`src/rtl/waveform_sequencer_if.sv`:
```
// Sample-source and SPI-DAC handshake bundle for waveform_sequencer.
// master = sequencer side, slave = word source / DAC master side.
interface waveform_sequencer_if #(
  parameter int unsigned WORD_WID = 20,
  parameter int unsigned DAC_WID  = 24
) ();
  logic [WORD_WID-1:0] word;
  logic                word_next;
  logic                word_ok;
  logic                word_last;
  logic                word_rst;
  logic [DAC_WID-1:0]  dac_out;
  logic                dac_arm;
  logic                dac_finished;

  modport master (
    input  word, word_ok, word_last, dac_finished,
    output word_next, word_rst, dac_out, dac_arm
  );

  modport slave (
    output word, word_ok, word_last, dac_finished,
    input  word_next, word_rst, dac_out, dac_arm
  );
endinterface

```
`src/rtl/waveform_sequencer.sv`:
```
// Waveform playback controller: fetches samples, applies a saturating signed offset,
// prefixes a DAC command and paces SPI frames at a programmed interval.
module waveform_sequencer #(
  parameter int unsigned DAC_WID = 24,
  parameter int unsigned WORD_WID = 20,
  parameter logic [DAC_WID-WORD_WID-1:0] DAC_CMD = 4'b0001,
  parameter int unsigned TIMER_WID = 32,
  parameter int unsigned LOOP_WID = 16,
  parameter int unsigned WORD_CNT_WID = 11
) (
  input  logic                    clk,
  input  logic                    rst_L,
  input  logic                    arm,
  input  logic [TIMER_WID-1:0]    time_to_wait,
  input  logic [LOOP_WID-1:0]     loop_count,
  input  logic signed [WORD_WID:0] offset,
  output logic                    running,
  output logic                    finished,
  output logic [LOOP_WID-1:0]     loops_done,
  output logic [WORD_CNT_WID-1:0] words_done,
  waveform_sequencer_if.master    bus
);

  typedef enum logic [2:0] {StIdle, StWait, StFetch, StSend, StDone} state_e;

  state_e                state_q;
  logic [TIMER_WID-1:0]  wait_q;
  logic [TIMER_WID-1:0]  timer_q;
  logic [LOOP_WID-1:0]   loop_lim_q;
  logic [WORD_WID:0]     offset_q;
  logic                  last_q;
  logic                  word_next_q;
  logic                  word_rst_q;
  logic                  dac_arm_q;
  logic [DAC_WID-1:0]    dac_out_q;

  logic [WORD_WID+1:0]   sum;
  logic [WORD_WID-1:0]   sat_word;
  logic [LOOP_WID-1:0]   loops_inc;

  // Sum is two bits wider than a sample: top bit is the sign, next bit flags overflow.
  always_comb begin
    sum = {2'b00, bus.word} + {offset_q[WORD_WID], offset_q};
    if (sum[WORD_WID+1]) begin
      sat_word = '0;
    end else if (sum[WORD_WID]) begin
      sat_word = '1;
    end else begin
      sat_word = sum[WORD_WID-1:0];
    end
  end

  assign loops_inc     = loops_done + 1'b1;
  assign running       = (state_q != StIdle);
  assign finished      = (state_q == StDone);
  assign bus.word_next = word_next_q;
  assign bus.word_rst  = word_rst_q;
  assign bus.dac_arm   = dac_arm_q;
  assign bus.dac_out   = dac_out_q;

  always_ff @(posedge clk or negedge rst_L) begin
    if (!rst_L) begin
      state_q     <= StIdle;
      wait_q      <= '0;
      timer_q     <= '0;
      loop_lim_q  <= '0;
      offset_q    <= '0;
      last_q      <= 1'b0;
      word_next_q <= 1'b0;
      word_rst_q  <= 1'b1;
      dac_arm_q   <= 1'b0;
      dac_out_q   <= '0;
      loops_done  <= '0;
      words_done  <= '0;
    end else begin
      unique case (state_q)
        StIdle: begin
          word_rst_q <= 1'b1;
          if (arm) begin
            wait_q     <= time_to_wait;
            loop_lim_q <= loop_count;
            offset_q   <= offset;
            loops_done <= '0;
            words_done <= '0;
            timer_q    <= time_to_wait;
            word_rst_q <= 1'b0;
            state_q    <= StWait;
          end
        end
        StWait: begin
          if (!arm) begin
            word_rst_q <= 1'b1;
            state_q    <= StIdle;
          end else begin
            word_rst_q <= 1'b0;
            if (timer_q == '0) begin
              word_next_q <= 1'b1;
              state_q     <= StFetch;
            end else begin
              timer_q <= timer_q - 1'b1;
            end
          end
        end
        // Disarm is deliberately not sampled here so a requested word is always consumed.
        StFetch: begin
          if (bus.word_ok) begin
            word_next_q <= 1'b0;
            dac_out_q   <= {DAC_CMD, sat_word};
            dac_arm_q   <= 1'b1;
            last_q      <= bus.word_last;
            state_q     <= StSend;
          end
        end
        StSend: begin
          if (bus.dac_finished) begin
            dac_arm_q  <= 1'b0;
            words_done <= words_done + 1'b1;
            if (last_q) begin
              loops_done <= loops_inc;
            end
            if (last_q && (loop_lim_q != '0) && (loops_inc == loop_lim_q)) begin
              word_rst_q <= 1'b1;
              state_q    <= StDone;
            end else if (!arm) begin
              word_rst_q <= 1'b1;
              state_q    <= StIdle;
            end else begin
              // Rewind pulse lasts only the first WAIT cycle.
              word_rst_q <= last_q;
              timer_q    <= wait_q;
              state_q    <= StWait;
            end
          end
        end
        StDone: begin
          if (!arm) begin
            state_q <= StIdle;
          end
        end
        default: state_q <= StIdle;
      endcase
    end
  end

endmodule

```
`src/flat_wrapper.sv`:
```
// flat-port wrapper written by rule: the top's interface ports become plain ports
module waveform_sequencer_flat 
#(
  parameter int unsigned DAC_WID = 24,
  parameter int unsigned WORD_WID = 20,
  parameter logic [DAC_WID-WORD_WID-1:0] DAC_CMD = 4'b0001,
  parameter int unsigned TIMER_WID = 32,
  parameter int unsigned LOOP_WID = 16,
  parameter int unsigned WORD_CNT_WID = 11
)
  (clk, rst_L, arm, time_to_wait, loop_count, offset, running, finished, loops_done, words_done, bus_word, bus_word_ok, bus_word_last, bus_dac_finished, bus_word_next, bus_word_rst, bus_dac_out, bus_dac_arm);
  waveform_sequencer_if #(.WORD_WID(WORD_WID), .DAC_WID(DAC_WID)) bus_i ();
  input  logic clk;
  input  logic rst_L;
  input  logic arm;
  input  logic [TIMER_WID-1:0] time_to_wait;
  input  logic [LOOP_WID-1:0] loop_count;
  input  logic signed [WORD_WID:0] offset;
  output logic running;
  output logic finished;
  output logic [LOOP_WID-1:0] loops_done;
  output logic [WORD_CNT_WID-1:0] words_done;
  input wire logic [$bits(bus_i.word)-1:0] bus_word;
  input wire logic [$bits(bus_i.word_ok)-1:0] bus_word_ok;
  input wire logic [$bits(bus_i.word_last)-1:0] bus_word_last;
  input wire logic [$bits(bus_i.dac_finished)-1:0] bus_dac_finished;
  output wire logic [$bits(bus_i.word_next)-1:0] bus_word_next;
  output wire logic [$bits(bus_i.word_rst)-1:0] bus_word_rst;
  output wire logic [$bits(bus_i.dac_out)-1:0] bus_dac_out;
  output wire logic [$bits(bus_i.dac_arm)-1:0] bus_dac_arm;
  assign bus_i.word = bus_word;
  assign bus_i.word_ok = bus_word_ok;
  assign bus_i.word_last = bus_word_last;
  assign bus_i.dac_finished = bus_dac_finished;
  assign bus_word_next = bus_i.word_next;
  assign bus_word_rst = bus_i.word_rst;
  assign bus_dac_out = bus_i.dac_out;
  assign bus_dac_arm = bus_i.dac_arm;
  waveform_sequencer #(.DAC_WID(DAC_WID), .WORD_WID(WORD_WID), .DAC_CMD(DAC_CMD), .TIMER_WID(TIMER_WID), .LOOP_WID(LOOP_WID), .WORD_CNT_WID(WORD_CNT_WID)) u_core (.clk(clk), .rst_L(rst_L), .arm(arm), .time_to_wait(time_to_wait), .loop_count(loop_count), .offset(offset), .running(running), .finished(finished), .loops_done(loops_done), .words_done(words_done), .bus(bus_i));
endmodule
```
`config.mk`:
```
export PLATFORM = sky130hd
export DESIGN_NAME = waveform_sequencer_flat
export DESIGN_NICKNAME = d
export VERILOG_FILES = /design/src/rtl/waveform_sequencer_if.sv /design/src/rtl/waveform_sequencer.sv /design/src/flat_wrapper.sv
export SDC_FILE = /design/constraint.sdc
export NUM_CORES = 1
export LEC_CHECK = 0
export BUFFER_PORTS_ARGS = -buffer_cell sky130_fd_sc_hd__buf_2
export CAP_MARGIN = 20
export CORE_ASPECT_RATIO = 1.4
export CORE_UTILIZATION = 45
export DETAILED_ROUTE_END_ITERATION = 10
export PLACE_DENSITY = 0.66
export SYNTH_ARGS = -nofsm -noshare
export SYNTH_HDL_FRONTEND = slang
export SYNTH_SLANG_ARGS = --single-unit
```
`constraint.sdc`:
```
create_clock -name clk -period 7.3 [get_ports clk]
set_input_delay 0.73 -clock clk [delete_from_list [all_inputs] [get_ports clk]]
set_output_delay 0.73 -clock clk [all_outputs]
set_load 0.01 [all_outputs]
```
==> summary.txt <==
Clock tree
  • TritonCTS clock tree: done
  • Clk slew on worst S/H paths: 0.07 ns
  • CTS root buf: clkbuf_16
  • Number of hold buffers added after cts: 0
  • Clock Latency Late Sink: 0.44 ns
  • Clock H-tree levels: 4
  • Clock sinks: 156
  • Number of setup buffers added after CTS: 0
  • Post-cts repair resize count: 0
  • Clock Tree Buf Depth: 2
  • CTS Buf Count: 17

Yosys
  • Top cell type by total area after synthesis: dfrtp_1
  • Seq/Total Area, Yosys: between 40% and 50%
  • Synth cell types: 63
  • Synth top area share: between 40% and 50%
  • Mapped Area: 8981 sq um
  • Yosys warns: 0
  • Area contributors post-synth: dfrtp_1, nand2_1, nor2_1
  • #FFs+latches synth: 156
  • Syn Inst Count: about 1100
  • Post-synth EDFFs: 0
  • Top FF cell, synth: dfrtp_1
  • Mean post-synth cell area: a little over 8 sq um
  • Async S/R FF share, synth: 100.0%

Global route
  • Gr usage total: between 20% and 30%
  • Vias in the first global route: 8205
  • Initial antenna violation count: 0
  • First-pass GRT wire length: between 40000 and 50000 um
  • GR Overflow Total: 0
  • Pin count of the biggest net entering global routing: 80

Cells and area
  • Fin util: 54.80%
  • Fillers: 1854
  • Most common cell after layout, fill and taps aside: nand2_1
  • Most frequent cells in the layout: nand2_1, dfrtp_1, buf_2
  • Nets: 1338
  • Share of cells above drive strength 1: 16.99%
  • Number of diodes: 0
  • Area Overhead vs Synth: 18.18%

Route
  • Post-DRT Antenna Nets: 0
  • Wire per inst: 16.46 um
  • Vias: 8215
  • Drt drc: 0
  • DRT Wirelength: 24330 um
  • First-pass iteration count of the detailed router: 5
  • DR vias/cell: approximately 5.6
  • Initial DRC Count: 624

Outcome
  • Status: completed

Floorplan
  • IO Pins: between 150 and 200
  • DIE HEIGHT: 169.2 um
  • DIE AREA: 20530 sq um
  • Placeable Area: roughly 19000 sq um
  • Starting Density: approximately 46%
  • Die outline width: 121.4 um
  • # rows: 60

Setup path
  • Crit end category: flip-flop
  • Buf/Inv on CP: 2
  • Delay-heaviest family, CP: simple AND/OR/NAND/NOR gates
  • Most frequent CP cell: buf_4
  • Crit-path max cell delay: 0.54 ns
  • WS Path Type: reg -> reg
  • Worst EP required: 7.62 ns
  • Critical path startpoint category: flip-flop
  • Slowest stage cell, crit path: a2111oi_0
  • Crit path max fanout: 34
  • Worst Path Arrival: 3.96 ns
  • Cells along the critical path: ha_1 > nand3_1 > nor2_1 > o2111ai_1 > a2111oi_0 > nand4_1 > nor3_2 > buf_4 > nor2_2 > buf_4 > a22o_1

STA
  • Tmin final: 3.633 ns
  • Post-Route Setup TNS: 0 ns
  • Setup Skew: 0.009265 ns
  • Hold Fails Final Rpt: 0
  • Unrepaired setup endpoints after global routing: no
  • Max Fclk: 275.2 MHz
  • Relative slew slack: 43.59%
  • Max-slew violation count: 0
  • Setup violators final: 0
  • Worst Max-Slew Pin Slew: 0.8461 ns
  • Period utilisation layout: 49.77%

Run
  • Max capacitance violation total: 0

Place
  • GP Congestion: 0.8689
  • DP HPWL: 16420 um
  • IO Port Bufs: 147

Pwr
  • P_leak: 5.220 nW
  • Power density over cell area: 375.0 nW/um^2
  • Peak VDD IR: 0.1883 mV

Worst hold path
  • Hold WC Path Type: in -> async
==> per-stage QoR <==
stage	power [W]	setup slack, ns	std cells	instance area [sq um]	hold WS, ns
2_1_floorplan	0.002515	3.950	1100	8989	0.4344
3_3_place_gp	0.002907	3.538	1445	9898	0.4437
3_5_place_dp	0.002940	3.432	1445	9898	0.4491
5_1_grt	0.004283	3.440	1478	10610	0.4121
4_1_cts	0.003994	3.716	1476	10580	0.3789
6_report	0.003980	3.667	1478	10610	0.3526
==> cells in the mapped netlist (13+ instances only) <==
master / number
or3_1: 21
o21ai_0: 53
nand2_1: 288
clkbuf_1: 50
a22o_1: 20
xor2_1: 15
nor2_1: 104
dfrtp_1: 155
nor3_1: 26
a21oi_1: 53
and3_1: 19
xnor2_1: 24
nor4_1: 14
inv_1: 23
ha_1: 24
nand3_1: 27
o22ai_1: 15
nand4_1: 13
==> state kept, by name (all words and copies together) (netlist names), 3 cells and up <==
| signal | flops |
|---|---|
| u_core.timer_q | 32 |
| u_core.wait_q | 32 |
| u_core.bus.dac_out | 21 |
| u_core.offset_q | 21 |
| u_core.loop_lim_q | 16 |
| u_core.loops_done | 16 |
| u_core.words_done | 11 |
| u_core.state_q | 3 |
==> area by class of cell <==
class | instances | area [sq um] | area share (%)
Multi-Input combinational cell | 858 | 4757 | 44.82
Sequential cell | 156 | 3905 | 36.79
Timing Repair Buffer | 162 | 874.6 | 8.240
Clock buffer | 21 | 470.5 | 4.432
Tap cell | 248 | 310.3 | 2.924
Clock inverter | 10 | 210.2 | 1.980
Inverter | 23 | 86.33 | 0.8134
==> where the power goes <==
group	internal, W	total, W	switching (W)
logic	0.000624	0.00153	0.000904
clock network	0.000668	0.00104	0.000371
registers	0.00116	0.00141	0.000251
total	0.00245	0.00398	0.00153
==> metal layers <==
| layer | track usage, % | part of all wire, % | vias up |
|---|---|---|---|
| li1 | - | - | 4077 |
| met1 | 30.37 | 43 | 3924 |
| met2 | 44.24 | 52 | 176 |
| met3 | 3.696 | 3.6 | 38 |
| met4 | 8.642 | 1.9 | 0 |
| met5 | 0 | 0 | - |
==> logic make-up (layout without fill, tap and decap cells) <==
kind of cell,Yosys count,in the layout,synth area share (%)
xor gates and xnor gates,39,39,3.803
and+or+nand+nor,548,548,27.22
other,1,3,0.04175
adders and majority gates,25,25,3.566
muxes,4,4,0.4737
buffers and inverters,86,216,3.803
DFF,156,156,43.48
AOI/OAI and AO/OA,239,239,17.61
==> path summary, 6_finish.rpt <==
path                                                    start                                  to  slack (ns)  cells after the start
setup / recovery             u_core.loops_done[0]$_DFFE_PN0P_      u_core.timer_q[21]$_DFFE_PN0P_        3.67                     11
setup reg to reg             u_core.loops_done[0]$_DFFE_PN0P_      u_core.timer_q[21]$_DFFE_PN0P_        3.67                     11
max in group asynchronous                               rst_L     u_core.bus.word_rst$_DFFE_PN1P_        5.68                      3
hold reg to reg            u_core.bus.dac_out[20]$_DFFE_PN0P_  u_core.bus.dac_out[20]$_DFFE_PN0P_        0.46                      1
hold / removal                                          rst_L       u_core.wait_q[11]$_DFFE_PN0P_        0.35                      1
min in group clk           u_core.bus.dac_out[20]$_DFFE_PN0P_  u_core.bus.dac_out[20]$_DFFE_PN0P_        0.46                      1
Note: power is estimated with default switching activity, not from simulation.
